--- config.mk ---
export PLATFORM = sky130hd
export DESIGN_NAME = mac_window_engine
export DESIGN_NICKNAME = d
export VERILOG_FILES = /design/src/rtl/mac_pkg.sv /design/src/rtl/mac_lane_tree.sv /design/src/rtl/mac_window_engine.sv
export SDC_FILE = /design/constraint.sdc
export NUM_CORES = 1
export LEC_CHECK = 0
export BUFFER_PORTS_ARGS = -buffer_cell sky130_fd_sc_hd__buf_2
export CAP_MARGIN = 10
export CORE_ASPECT_RATIO = 0.75
export CORE_MARGIN = 2
export CORE_UTILIZATION = 44
export DETAILED_ROUTE_END_ITERATION = 6
export PLACE_DENSITY = 0.57
export SYNTH_ARGS = -nofsm -noshare
export SYNTH_HDL_FRONTEND = slang
export SYNTH_SLANG_ARGS = --single-unit
--- constraint.sdc ---
create_clock -name clk -period 9 [get_ports clk]
set_clock_uncertainty 0.1 [all_clocks]
set_input_delay 0.45 -clock clk [delete_from_list [all_inputs] [get_ports clk]]
set_output_delay 0.45 -clock clk [all_outputs]
set_load 0.005 [all_outputs]
--- src/rtl/mac_pkg.sv ---
// mac_pkg: shared definitions for the multi-lane windowed MAC.
//   - default widths (pixel/weight/result, lanes, window depth, accumulator)
//   - MAC_LANE slice macro: lane i of a packed lane vector of width w
//   - round_shift(): round-half-up arithmetic right shift
//   - sat_clamp():   clamp to a signed range of 'bits' bits, reporting saturation
// Arithmetic helpers work on a fixed 64-bit signed type, so they serve any
// instantiation whose accumulator fits in 64 bits.
`ifndef MAC_PKG_SV
`define MAC_PKG_SV

`define MAC_LANE(vec, i, w) vec[(i)*(w) +: (w)]

package mac_pkg;

  localparam int MAC_BIT      = 8;
  localparam int MAC_LANES    = 4;
  localparam int MAC_MAX_TAPS = 32;
  localparam int MAC_ACC_W    = 24;
  localparam int MAC_TAP_W    = 6;

  localparam int CALC_W = 64;
  typedef logic signed [CALC_W-1:0] calc_t;

  typedef struct packed {
    logic  sat;
    calc_t val;
  } clamp_t;

  // Adds half an LSB of the output scale before shifting (shift 0 is exact).
  function automatic calc_t round_shift(input calc_t v, input logic [4:0] sh);
    calc_t rnd;
    rnd = (sh == 5'd0) ? calc_t'(0) : (calc_t'(1) <<< (sh - 5'd1));
    return (v + rnd) >>> sh;
  endfunction

  // Clamp to [-(2^(bits-1)), 2^(bits-1)-1].
  function automatic clamp_t sat_clamp(input calc_t v, input int bits);
    clamp_t r;
    calc_t  hi;
    calc_t  lo;
    hi = (calc_t'(1) <<< (bits - 1)) - calc_t'(1);
    lo = -(calc_t'(1) <<< (bits - 1));
    r.sat = 1'b0;
    r.val = v;
    if (v > hi) begin
      r.sat = 1'b1;
      r.val = hi;
    end else if (v < lo) begin
      r.sat = 1'b1;
      r.val = lo;
    end
    return r;
  endfunction

endpackage

`endif

--- src/rtl/mac_lane_tree.sv ---
// mac_lane_tree: combinational lane arithmetic for mac_window_engine.
//   Two independent halves so the top can register between them:
//   - picture/weight -> prod   : LANES signed BIT x BIT products (2*BIT each)
//   - prod_q         -> sum    : balanced adder tree over registered products,
//                                result sign-extended to ACC_W
// Ports:
//   picture, weight  in   LANES*BIT    lane i = [i*BIT +: BIT], signed
//   prod             out  LANES*2*BIT  lane products
//   prod_q           in   LANES*2*BIT  registered lane products
//   sum              out  ACC_W        signed sum of prod_q lanes
module mac_lane_tree
  import mac_pkg::*;
#(
  parameter int BIT   = MAC_BIT,
  parameter int LANES = MAC_LANES,
  parameter int ACC_W = MAC_ACC_W
) (
  input  logic [LANES*BIT-1:0]   picture,
  input  logic [LANES*BIT-1:0]   weight,
  output logic [LANES*2*BIT-1:0] prod,
  input  logic [LANES*2*BIT-1:0] prod_q,
  output logic [ACC_W-1:0]       sum
);

  // Leaf count padded to a power of two; padding leaves are zero.
  localparam int NP = (LANES <= 1) ? 1 : (1 << $clog2(LANES));

  always_comb begin : mult
    logic [BIT-1:0]   pa;
    logic [BIT-1:0]   wb;
    logic [2*BIT-1:0] a;
    logic [2*BIT-1:0] b;
    prod = '0;
    for (int i = 0; i < LANES; i++) begin
      pa = `MAC_LANE(picture, i, BIT);
      wb = `MAC_LANE(weight, i, BIT);
      // Sign-extend to full product width; low 2*BIT bits of the product
      // are then the exact signed result.
      a = {{BIT{pa[BIT-1]}}, pa};
      b = {{BIT{wb[BIT-1]}}, wb};
      `MAC_LANE(prod, i, 2*BIT) = a * b;
    end
  end

  // Heap-ordered tree: node k has children 2k+1 and 2k+2, leaves at NP-1..2NP-2.
  always_comb begin : tree
    logic [ACC_W-1:0] node [2*NP-1];
    logic [2*BIT-1:0] p;
    p = '0;
    for (int i = 0; i < 2*NP-1; i++) node[i] = '0;
    for (int i = 0; i < LANES; i++) begin
      p = `MAC_LANE(prod_q, i, 2*BIT);
      node[NP-1+i] = {{(ACC_W-2*BIT){p[2*BIT-1]}}, p};
    end
    for (int i = NP-2; i >= 0; i--) node[i] = node[2*i+1] + node[2*i+2];
    sum = node[0];
  end

endmodule

--- src/rtl/mac_window_engine.sv ---
// mac_window_engine: multi-lane convolution MAC with programmable window.
//   Each accepted beat yields LANES signed products that are summed and
//   accumulated over cfg_taps beats; the window total is rounded, shifted,
//   optionally ReLU'd and saturated to BIT bits.
//   Pipeline: S1 products -> S2 lane sum -> S3 accumulate -> S4 requant/output.
// Ports:
//   clk, rst            clock, asynchronous active-high reset
//   cfg_taps/shift/relu window config, latched on the first beat of a window
//   flush               synchronous abort of the open window and beats in S1..S3
//   in_valid/in_ready   input beat handshake; picture/weight lanes of BIT bits
//   out_valid/out_ready result handshake; out_data signed BIT result
//   busy                window open or any stage occupied
//   sat_flag            sticky saturation indicator, cleared by rst or flush
//
// Handshake: a transfer happens on a clock edge where valid & ready are both 1.
// out_valid/out_data hold until out_ready. The whole pipeline advances only
// when the output register can move (en); in_ready is en gated by flush, so
// a stall neither drops nor duplicates beats.
module mac_window_engine
  import mac_pkg::*;
#(
  parameter int BIT      = MAC_BIT,
  parameter int LANES    = MAC_LANES,
  parameter int MAX_TAPS = MAC_MAX_TAPS,
  parameter int ACC_W    = MAC_ACC_W,
  parameter int TAP_W    = MAC_TAP_W
) (
  input  logic                 clk,
  input  logic                 rst,
  input  logic [TAP_W-1:0]     cfg_taps,
  input  logic [4:0]           cfg_shift,
  input  logic                 cfg_relu,
  input  logic                 flush,
  input  logic                 in_valid,
  output logic                 in_ready,
  input  logic [LANES*BIT-1:0] picture,
  input  logic [LANES*BIT-1:0] weight,
  output logic                 out_valid,
  input  logic                 out_ready,
  output logic [BIT-1:0]       out_data,
  output logic                 busy,
  output logic                 sat_flag
);

  logic en;
  logic beat;

  // window counter and latched config
  logic [TAP_W-1:0] tap_cnt;
  logic [TAP_W-1:0] taps_l;
  logic [4:0]       shift_l;
  logic             relu_l;
  logic [TAP_W-1:0] taps_req;
  logic [TAP_W-1:0] cur_taps;
  logic [4:0]       cur_shift;
  logic             cur_relu;
  logic             beat_first;
  logic             beat_last;

  // S1
  logic                   s1_valid;
  logic [LANES*2*BIT-1:0] s1_prod;
  logic                   s1_first;
  logic                   s1_last;
  logic [4:0]             s1_shift;
  logic                   s1_relu;
  // S2
  logic                   s2_valid;
  logic [ACC_W-1:0]       s2_sum;
  logic                   s2_first;
  logic                   s2_last;
  logic [4:0]             s2_shift;
  logic                   s2_relu;
  // S3
  logic                   s3_valid;
  logic [ACC_W-1:0]       acc;
  logic                   s3_last;
  logic [4:0]             s3_shift;
  logic                   s3_relu;

  logic [LANES*2*BIT-1:0] prod_c;
  logic [ACC_W-1:0]       sum_c;

  // requant
  calc_t          acc_ext;
  calc_t          shifted;
  calc_t          relu_v;
  clamp_t         q;
  logic [BIT-1:0] q_data;
  logic           s4_load;

  assign en       = !(out_valid && !out_ready);
  assign in_ready = en && !flush;
  assign beat     = in_valid && in_ready;

  assign taps_req = (cfg_taps == '0)                 ? TAP_W'(1) :
                    (cfg_taps > TAP_W'(MAX_TAPS))    ? TAP_W'(MAX_TAPS) :
                                                       cfg_taps;

  // The first beat of a window uses the live config; later beats use the copy
  // latched on that first beat.
  assign beat_first = (tap_cnt == '0);
  assign cur_taps   = beat_first ? taps_req  : taps_l;
  assign cur_shift  = beat_first ? cfg_shift : shift_l;
  assign cur_relu   = beat_first ? cfg_relu  : relu_l;
  assign beat_last  = (tap_cnt == (cur_taps - TAP_W'(1)));

  assign busy = (tap_cnt != '0) || s1_valid || s2_valid || s3_valid || out_valid;

  mac_lane_tree #(
    .BIT   (BIT),
    .LANES (LANES),
    .ACC_W (ACC_W)
  ) u_tree (
    .picture (picture),
    .weight  (weight),
    .prod    (prod_c),
    .prod_q  (s1_prod),
    .sum     (sum_c)
  );

  always_ff @(posedge clk or posedge rst) begin
    if (rst) begin
      tap_cnt <= '0;
      taps_l  <= TAP_W'(1);
      shift_l <= '0;
      relu_l  <= 1'b0;
    end else if (flush) begin
      tap_cnt <= '0;
    end else if (beat) begin
      if (beat_first) begin
        taps_l  <= taps_req;
        shift_l <= cfg_shift;
        relu_l  <= cfg_relu;
      end
      tap_cnt <= beat_last ? '0 : tap_cnt + TAP_W'(1);
    end
  end

  // S1: lane products
  always_ff @(posedge clk or posedge rst) begin
    if (rst) begin
      s1_valid <= 1'b0;
      s1_prod  <= '0;
      s1_first <= 1'b0;
      s1_last  <= 1'b0;
      s1_shift <= '0;
      s1_relu  <= 1'b0;
    end else if (flush) begin
      s1_valid <= 1'b0;
    end else if (en) begin
      s1_valid <= beat;
      if (beat) begin
        s1_prod  <= prod_c;
        s1_first <= beat_first;
        s1_last  <= beat_last;
        s1_shift <= cur_shift;
        s1_relu  <= cur_relu;
      end
    end
  end

  // S2: lane sum
  always_ff @(posedge clk or posedge rst) begin
    if (rst) begin
      s2_valid <= 1'b0;
      s2_sum   <= '0;
      s2_first <= 1'b0;
      s2_last  <= 1'b0;
      s2_shift <= '0;
      s2_relu  <= 1'b0;
    end else if (flush) begin
      s2_valid <= 1'b0;
    end else if (en) begin
      s2_valid <= s1_valid;
      if (s1_valid) begin
        s2_sum   <= sum_c;
        s2_first <= s1_first;
        s2_last  <= s1_last;
        s2_shift <= s1_shift;
        s2_relu  <= s1_relu;
      end
    end
  end

  // S3: accumulate; the first beat of a window overwrites acc so nothing
  // from the previous window carries over.
  always_ff @(posedge clk or posedge rst) begin
    if (rst) begin
      s3_valid <= 1'b0;
      acc      <= '0;
      s3_last  <= 1'b0;
      s3_shift <= '0;
      s3_relu  <= 1'b0;
    end else if (flush) begin
      s3_valid <= 1'b0;
      acc      <= '0;
    end else if (en) begin
      s3_valid <= s2_valid;
      if (s2_valid) begin
        acc      <= s2_first ? s2_sum : acc + s2_sum;
        s3_last  <= s2_last;
        s3_shift <= s2_shift;
        s3_relu  <= s2_relu;
      end
    end
  end

  // Requantise the accumulator: round/shift, ReLU, then saturate.
  always_comb begin
    acc_ext = {{(CALC_W-ACC_W){acc[ACC_W-1]}}, acc};
    shifted = round_shift(acc_ext, s3_shift);
    relu_v  = (s3_relu && (shifted < 0)) ? calc_t'(0) : shifted;
    q       = sat_clamp(relu_v, BIT);
    q_data  = q.val[BIT-1:0];
  end

  // A window result enters S4 only when the closing beat sits in S3 and the
  // pipeline moves; flush drops it like any other in-flight beat.
  assign s4_load = en && s3_valid && s3_last && !flush;

  // S4: output register. When en is high the previous result is either absent
  // or being taken this cycle, so out_valid simply follows s4_load.
  always_ff @(posedge clk or posedge rst) begin
    if (rst) begin
      out_valid <= 1'b0;
      out_data  <= '0;
    end else if (en) begin
      out_valid <= s4_load;
      if (s4_load) out_data <= q_data;
    end
  end

  always_ff @(posedge clk or posedge rst) begin
    if (rst) begin
      sat_flag <= 1'b0;
    end else if (flush) begin
      sat_flag <= 1'b0;
    end else if (s4_load && q.sat) begin
      sat_flag <= 1'b1;
    end
  end

endmodule

* Word-level counts from Yosys, hierarchy flattened
Cells that the tools add are included.
** Cells by class
- Shift operators :: 2
- Add/sub/neg operators :: 8
- Mux-type cells :: 24
- Equal/unequal tests :: 2
- $lt $le $gt $ge :: 4
- Bitwise gates (word level) :: 2
- Reductions and logical operators :: 28
- $mul :: 4
** Operator list (count)
- 65-bit two-way mux :: 2
- 64-bit two-way mux :: 2
- 24-bit two-way mux :: 4
- 24-bit by 64-bit adder with 64-bit output :: 1
- 64-bit by 8-bit > comparator with 1-bit output (second input constant) :: 1
- 64-bit by 1-bit less-than comparator with 1-bit output (second input constant) :: 1
- 64-bit by 8-bit less-than comparator with 1-bit output (second input constant) :: 1
- 8-bit by 8-bit multiplier with 16-bit output :: 4
- 2-bit by 5-bit <<< shifter with 64-bit output (first input constant) :: 1
- 64-bit by 5-bit >>> shifter with 64-bit output :: 1
- 24-bit adder :: 2
- 6-bit two-way mux :: 6
- 16-bit by 16-bit adder with 17-bit output :: 2
- 6-bit zero test :: 2
- 1-bit two-way mux :: 9
- 3-bit AND reduction :: 3
- 1-bit logical AND :: 8
- 6-bit by 1-bit adder with 6-bit output (second input constant) :: 1
- 6-bit equality test :: 1
- 6-bit > comparator (second input constant) :: 1
- 2-bit AND reduction :: 3
- 2-bit nonzero test :: 3
- 6-bit nonzero test :: 1
- 6-bit by 1-bit subtractor with 6-bit output (second input constant) :: 1
- other kinds (7) :: 13
** Word-level totals
- Register bits :: 166
- Bits of input ports :: 81
- Logic and storage cells :: 98

* Depth between registers and ports, before layout
- Word-level depth :: 14
- Gate-level depth with buffers :: 27

* Cells and area by module
From an unflattened synthesis, not the netlist that was laid out.
** Unflattened totals
- Cell total of the unflattened synthesis :: 2829
- Area, all modules :: 24961.4 um2
** Modules (own cells, without submodules)
- mac_window_engine :: area each 13409.1 um2, cells an instance 1556, times used 1
- mac_lane_tree :: area each 11552.3 um2, cells an instance 1273, times used 1

* Worst setup path after synthesis
Ideal clock, no wire load.
- Path type :: reg-to-reg
- From :: register s3_shift[4]
- To :: register out_data[0]
- Arrival time :: 6.100 ns
- Period minus slack after synthesis :: 6.282 ns
- Stages on the path, launching flop included :: 26
- Slack :: 2.718 ns
- Required time :: 8.818 ns
- Path through :: dfrtp_1 -> clkbuf_1 -> clkbuf_1 -> clkbuf_1 -> clkbuf_1 -> clkbuf_1 -> buf_1 -> nand2_1 -> nor2_1 -> ha_1 -> buf_2 -> a21o_1 -> a31o_1 -> a22o_4 -> o31a_1 -> or3_1 -> o311a_1 -> a211oi_2 -> nand2_1 -> a32o_1 -> or4_1 -> or3_1 -> or4_1 -> nor2_2 -> nor2_2 -> o22ai_1
** Between the ends
- Cells in the longest elaborated chain, start to end :: 11
- Elaborated cells on any way between the ends :: 13
** Ends and longest elaborated chain
- from (decl) :: line mac_window_engine.sv:78 : logic [4:0] s3_shift;
- from (signal assigned) :: line mac_window_engine.sv:203 : s3_shift <= s2_shift;
- 5-bit by 1-bit subtractor with 5-bit output :: line mac_pkg.sv:32 : rnd = (sh == 5'd0) ? calc_t'(0) : (calc_t'(1) <<< (sh - 5'd1));
- 2-bit by 5-bit <<< shifter with 64-bit output :: line mac_pkg.sv:32
- 64-bit two-way mux :: line mac_pkg.sv:32
- 24-bit by 64-bit adder with 64-bit output :: line mac_pkg.sv:33 : return (v + rnd) >>> sh;
- 64-bit by 5-bit >>> shifter with 64-bit output (*) :: line mac_pkg.sv:33
- 64-bit by 1-bit less-than comparator with 1-bit output :: line mac_window_engine.sv:213 : relu_v = (s3_relu && (shifted < 0)) ? calc_t'(0) : shifted;
- 1-bit logical AND :: line mac_window_engine.sv:213
- 64-bit two-way mux (*) :: line mac_window_engine.sv:213
- 64-bit by 8-bit less-than comparator with 1-bit output :: line mac_pkg.sv:48 : end else if (v < lo) begin
- 65-bit two-way mux :: line mac_pkg.sv:48
- 65-bit two-way mux (*) :: line mac_pkg.sv:45 : if (v > hi) begin
- to (signal assigned) :: line mac_window_engine.sv:230 : if (s4_load) out_data <= q_data;
- to (decl) :: line mac_window_engine.sv:40 : output logic [BIT-1:0] out_data,
Mark *: on every way between the ends. The rest lies on a longest branch, timed or not.
A chain may end at the register's enable or synchronous reset.

* Worst setup path after layout
- From :: register s3_shift[1]
- To :: register out_data[6]
Same word-level chain as after synthesis.

==> impl_table.tex <==
\begin{tabular}{lr}
\hline
Metric & Value \\
\hline
\multicolumn{2}{l}{\textbf{Clock network}} \\
Hold buffers post-CTS & 0 \\
Clk sink count & 166 \\
Buffers from clock root to sink, at most & 2 \\
Number of gates given a new drive strength after cts & 0 \\
Clock transition at the registers of the reported paths & 0.07 ns \\
Clock tree from TritonCTS & yes \\
Number of buffers inserted to repair setup after CTS & 0 \\
Number of H-tree levels & 4 \\
TritonCTS Buffers & 17 \\
Clock latency of the later-clocked register in the worst-skew pair & 0.46 ns \\
Master cell of the clock root buffer & sky130\_fd\_sc\_hd\_\_clkbuf\_16 \\
\multicolumn{2}{l}{\textbf{Yosys}} \\
Syn Std Cell Area & 24600 um\^{}2 \\
Adder-cell share of the synthesized area & 29.8\% \\
Flip-flop and latch count after synthesis & 166 \\
Top FF cell, synth & sky130\_fd\_sc\_hd\_\_dfrtp\_1 \\
Synthesized-area fraction occupied by ao, oa, aoi and oai cells & 20.1\% \\
Post-synthesis sequential area ratio & 16.9\% \\
Post-synthesis net count & 3480 \\
Synthesis Warnings & 0 \\
Synthesized-area fraction occupied by xor and xnor cells & 4.95\% \\
Count of flip-flops with a built-in enable after synthesis & 0 \\
Simple-gate share of the synthesized area & 18.2\% \\
Async set or reset register ratio after synthesis & 100\% \\
Average cell area after synthesis & 8.34 um\^{}2 \\
Number of distinct library cells after synthesis & 98 \\
Fraction of synthesized area in multiplexers & 3.09\% \\
Main combinational cell family by area after synthesis & adder cells \\
Instance count of the mapped netlist & 2950 \\
\multicolumn{2}{l}{\textbf{Drt}} \\
Count of unresolved DRC violations after routing & 2 \\
Detailed-route wire length per cell & 19.3 um \\
Via Count & 21300 \\
First-iteration detailed-routing DRC count & 1712 \\
Sum of routed wire length over all layers & 71.9 mm \\
DRT antenna net count & 0 \\
Avg Vias per Cell & 5.71 \\
Detailed-router iteration count before antenna repair & 7 \\
\multicolumn{2}{l}{\textbf{GRT}} \\
Grt peak-use layer & met1 \\
Global-route usage over all layers & 25.3\% \\
Global-route wire length before repair & 117 mm \\
GR Layer Usage met2 & 38.0\% \\
GR Util met3 & 4.52\% \\
Global Route met1 Usage & 38.4\% \\
Maximum number of pins on one net before global-route repair & 123 \\
Number of global-route vias before repair & 21100 \\
Remaining global-route overflow & 0 \\
Antenna violations before repair & 6 \\
\multicolumn{2}{l}{\textbf{Critical path}} \\
Worst setup EP type & flop \\
Arrival time at the worst endpoint & 7.34 ns \\
Worst Path Required & 9.22 ns \\
Crit path max fanout & 45 \\
Critical setup path kind & flop to flop \\
Setup crit start kind & flop \\
\multicolumn{2}{l}{\textbf{Layout}} \\
Most frequent standard cell in the layout excluding fill and tap cells & sky130\_fd\_sc\_hd\_\_nand2\_1 \\
Leading cell types in the layout, fill and taps excluded & 355 x sky130\_fd\_sc\_hd\_\_nand2\_1, 339 x sky130\_fd\_sc\_hd\_\_inv\_1, 225 x sky130\_fd\_sc\_hd\_\_fa\_1 \\
Share of layout cells above drive strength 1 & 7.62\% \\
Post-layout nets & 3508 \\
Final cell utilization of the core & 47.5\% \\
Synth-to-Final Area Change & 7.20\% \\
\multicolumn{2}{l}{\textbf{Placed design}} \\
Detailed-placement wirelength estimate & 58.7 mm \\
Gp weighted congestion & 0.954 \\
\# port buffers & 92 \\
\multicolumn{2}{l}{\textbf{Die}} \\
Floorplan Core Area & 55600 um\^{}2 \\
Num rows & 75 \\
Die area & 57800 um\^{}2 \\
Die X & 277 um \\
Top-level port count & 93 \\
Initial standard-cell utilization of the core & 44.3\% \\
Floorplan die height & 209 um \\
\multicolumn{2}{l}{\textbf{Timing}} \\
Count of final max-slew check failures & 0 \\
Worst Max-Slew Pin Slew & 1.21 ns \\
Final critical-path share of the clock period & 79.1\% \\
Final critical delay including setup and external delays & 7.12 ns \\
RSZ-0062 raised after global routing & no \\
Setup Viol. Count Final & 0 \\
Count of endpoints failing hold in the final timing report & 0 \\
Total negative slack & 0 ns \\
Achievable Freq & 140 MHz \\
Relative slew margins & 18.7\% \\
\multicolumn{2}{l}{\textbf{Status}} \\
Result of the run & finished, violations left \\
Failing checks & DRC \\
\multicolumn{2}{l}{\textbf{Pwr}} \\
Peak VDD IR & 0.280 mV \\
Leak & 0.0125 uW \\
Power density relative to cell area & 282 nW/um\^{}2 \\
\multicolumn{2}{l}{\textbf{Hold path}} \\
Class of the most critical hold timing path & input pin to asynchronous set/reset pin \\
\multicolumn{2}{l}{\textbf{Flow run}} \\
Max\_cap viols & 0 \\
\hline
\end{tabular}
[worst max-delay path, cell delays in order, from the launching register on]
cell and delay (ns):
sky130_fd_sc_hd__dfrtp_1 0.39, sky130_fd_sc_hd__buf_4 0.44, sky130_fd_sc_hd__nand2_1 0.44, sky130_fd_sc_hd__nor3_1 0.37, sky130_fd_sc_hd__ha_1 0.35, sky130_fd_sc_hd__o21a_1 0.20, sky130_fd_sc_hd__nor2_1 0.33, sky130_fd_sc_hd__o311ai_4 0.17
sky130_fd_sc_hd__nand4_1 0.19, sky130_fd_sc_hd__a31oi_1 0.15, sky130_fd_sc_hd__nor3_1 0.95, sky130_fd_sc_hd__nor3_1 0.10, sky130_fd_sc_hd__o31ai_1 0.58, sky130_fd_sc_hd__a221o_1 0.32, sky130_fd_sc_hd__a211oi_1 0.12, sky130_fd_sc_hd__a2111oi_0 0.62
sky130_fd_sc_hd__nand4_1 0.24, sky130_fd_sc_hd__nor4_1 0.50, sky130_fd_sc_hd__o21a_2 0.28, sky130_fd_sc_hd__o22ai_1 0.11
[worst paths after layout]
kind	to	cells past startpoint	startpoint	slack, ns
max	out_data[6]$_DFFE_PP0P_	19	s3_shift[1]$_DFFE_PP0P_	1.88
min	out_data[7]$_DFFE_PP0P_	2	rst	0.06
min in group clk	shift_l[1]$_DFFE_PP0P_	2	cfg_shift[1]	0.14
min reg2reg	s2_last$_DFFE_PP0P_	2	s1_last$_DFFE_PP0P_	0.36
max reg2reg	out_data[6]$_DFFE_PP0P_	19	s3_shift[1]$_DFFE_PP0P_	1.88
max in group asynchronous	s2_sum[22]$_DFFE_PP0P_	3	rst	7.24
[metrics by stage]
| step | hold slack (ns) | area [um^2] | cells | total power (uW) | worst slack [ns] |
|---|---|---|---|---|---|
| after floorplan | 0.339 | 24600 | 2950 | 5260 | 2.72 |
| after global placement | 0.356 | 25700 | 3689 | 6590 | 1.92 |
| after detailed placement | 0.357 | 25700 | 3689 | 6660 | 1.78 |
| after CTS | 0.0964 | 26400 | 3721 | 7460 | 1.73 |
| after global routing | 0.113 | 26400 | 3722 | 8250 | 1.42 |
| final | 0.0650 | 26400 | 3723 | 7450 | 1.88 |
[metal layers]
layer / share of wire (%) / routed length [um]
met2: 43 / 30800
met5: 0.072 / 52
met3: 6.2 / 4490
met4: 1.1 / 821
met1: 50 / 35800
[report_power, final]
part,leakage [uW],internal [uW],total [uW],switching (uW)
combinational,0.0101,2270,5490,3210
clock,0.000290,434,763,329
sequential,0.00210,981,1200,217
total,0.0125,3690,7450,3760
[final cells by class]
type | count | area [um^2]
repair buffers | 118 | 659
flip-flops and latches | 166 | 4160
fillers | 5486 | 29200
clock inverters | 12 | 140
well taps | 731 | 915
multi-input cells | 2334 | 18700
inverters | 341 | 1280
diodes | 1 | 2.50
clock buffers | 20 | 467
[Yosys cell counts (all sizes together) (9+ instances only)]
cell | count | area [um^2]
nand2 | 356 | 1340
inv | 341 | 1280
fa | 225 | 4500
ha | 224 | 2800
o21ai | 196 | 988
dfrtp | 165 | 4130
and2 | 162 | 1010
a21oi | 158 | 791
nor2 | 152 | 576
xnor2 | 114 | 998
clkbuf | 80 | 300
nor3 | 60 | 305
o21bai | 60 | 450
nand3 | 48 | 240
mux2i | 44 | 440
nand2b | 40 | 250
o31ai | 36 | 270
a211oi | 35 | 293
a21o | 31 | 233
buf | 29 | 136
a31oi | 27 | 175
xor2 | 25 | 219
nor4 | 21 | 131
o21a | 21 | 160
and3 | 20 | 125
o211ai | 20 | 155
mux2 | 18 | 203
o22ai | 18 | 113
nand4 | 15 | 93.8
or3 | 15 | 95.1
or2 | 14 | 87.6
nor2b | 13 | 81.3
a311oi | 11 | 96.3
o2111ai | 11 | 96.3
o221ai | 11 | 103
a2111oi | 10 | 95.1
o31a | 10 | 87.6
a22o | 9 | 87.6
o311ai | 9 | 96.4
[registers in the layout, summed over array words and instances (netlist names), 5 cells and up]
name / cells
s2_shift: 5
s3_shift: 5
taps_l: 6
acc: 24
s1_shift: 5
s2_sum: 24
s1_prod: 64
tap_cnt: 6
shift_l: 5
out_data: 8
[kinds of logic after synthesis]
family / Yosys count
other cells: 2
xor+xnor: 139
flops: 166
compound gates: 742
buf+inv: 450
fa+ha+maj: 451
simple gates: 933
mux: 67
(Power assumes the default switching activity.)
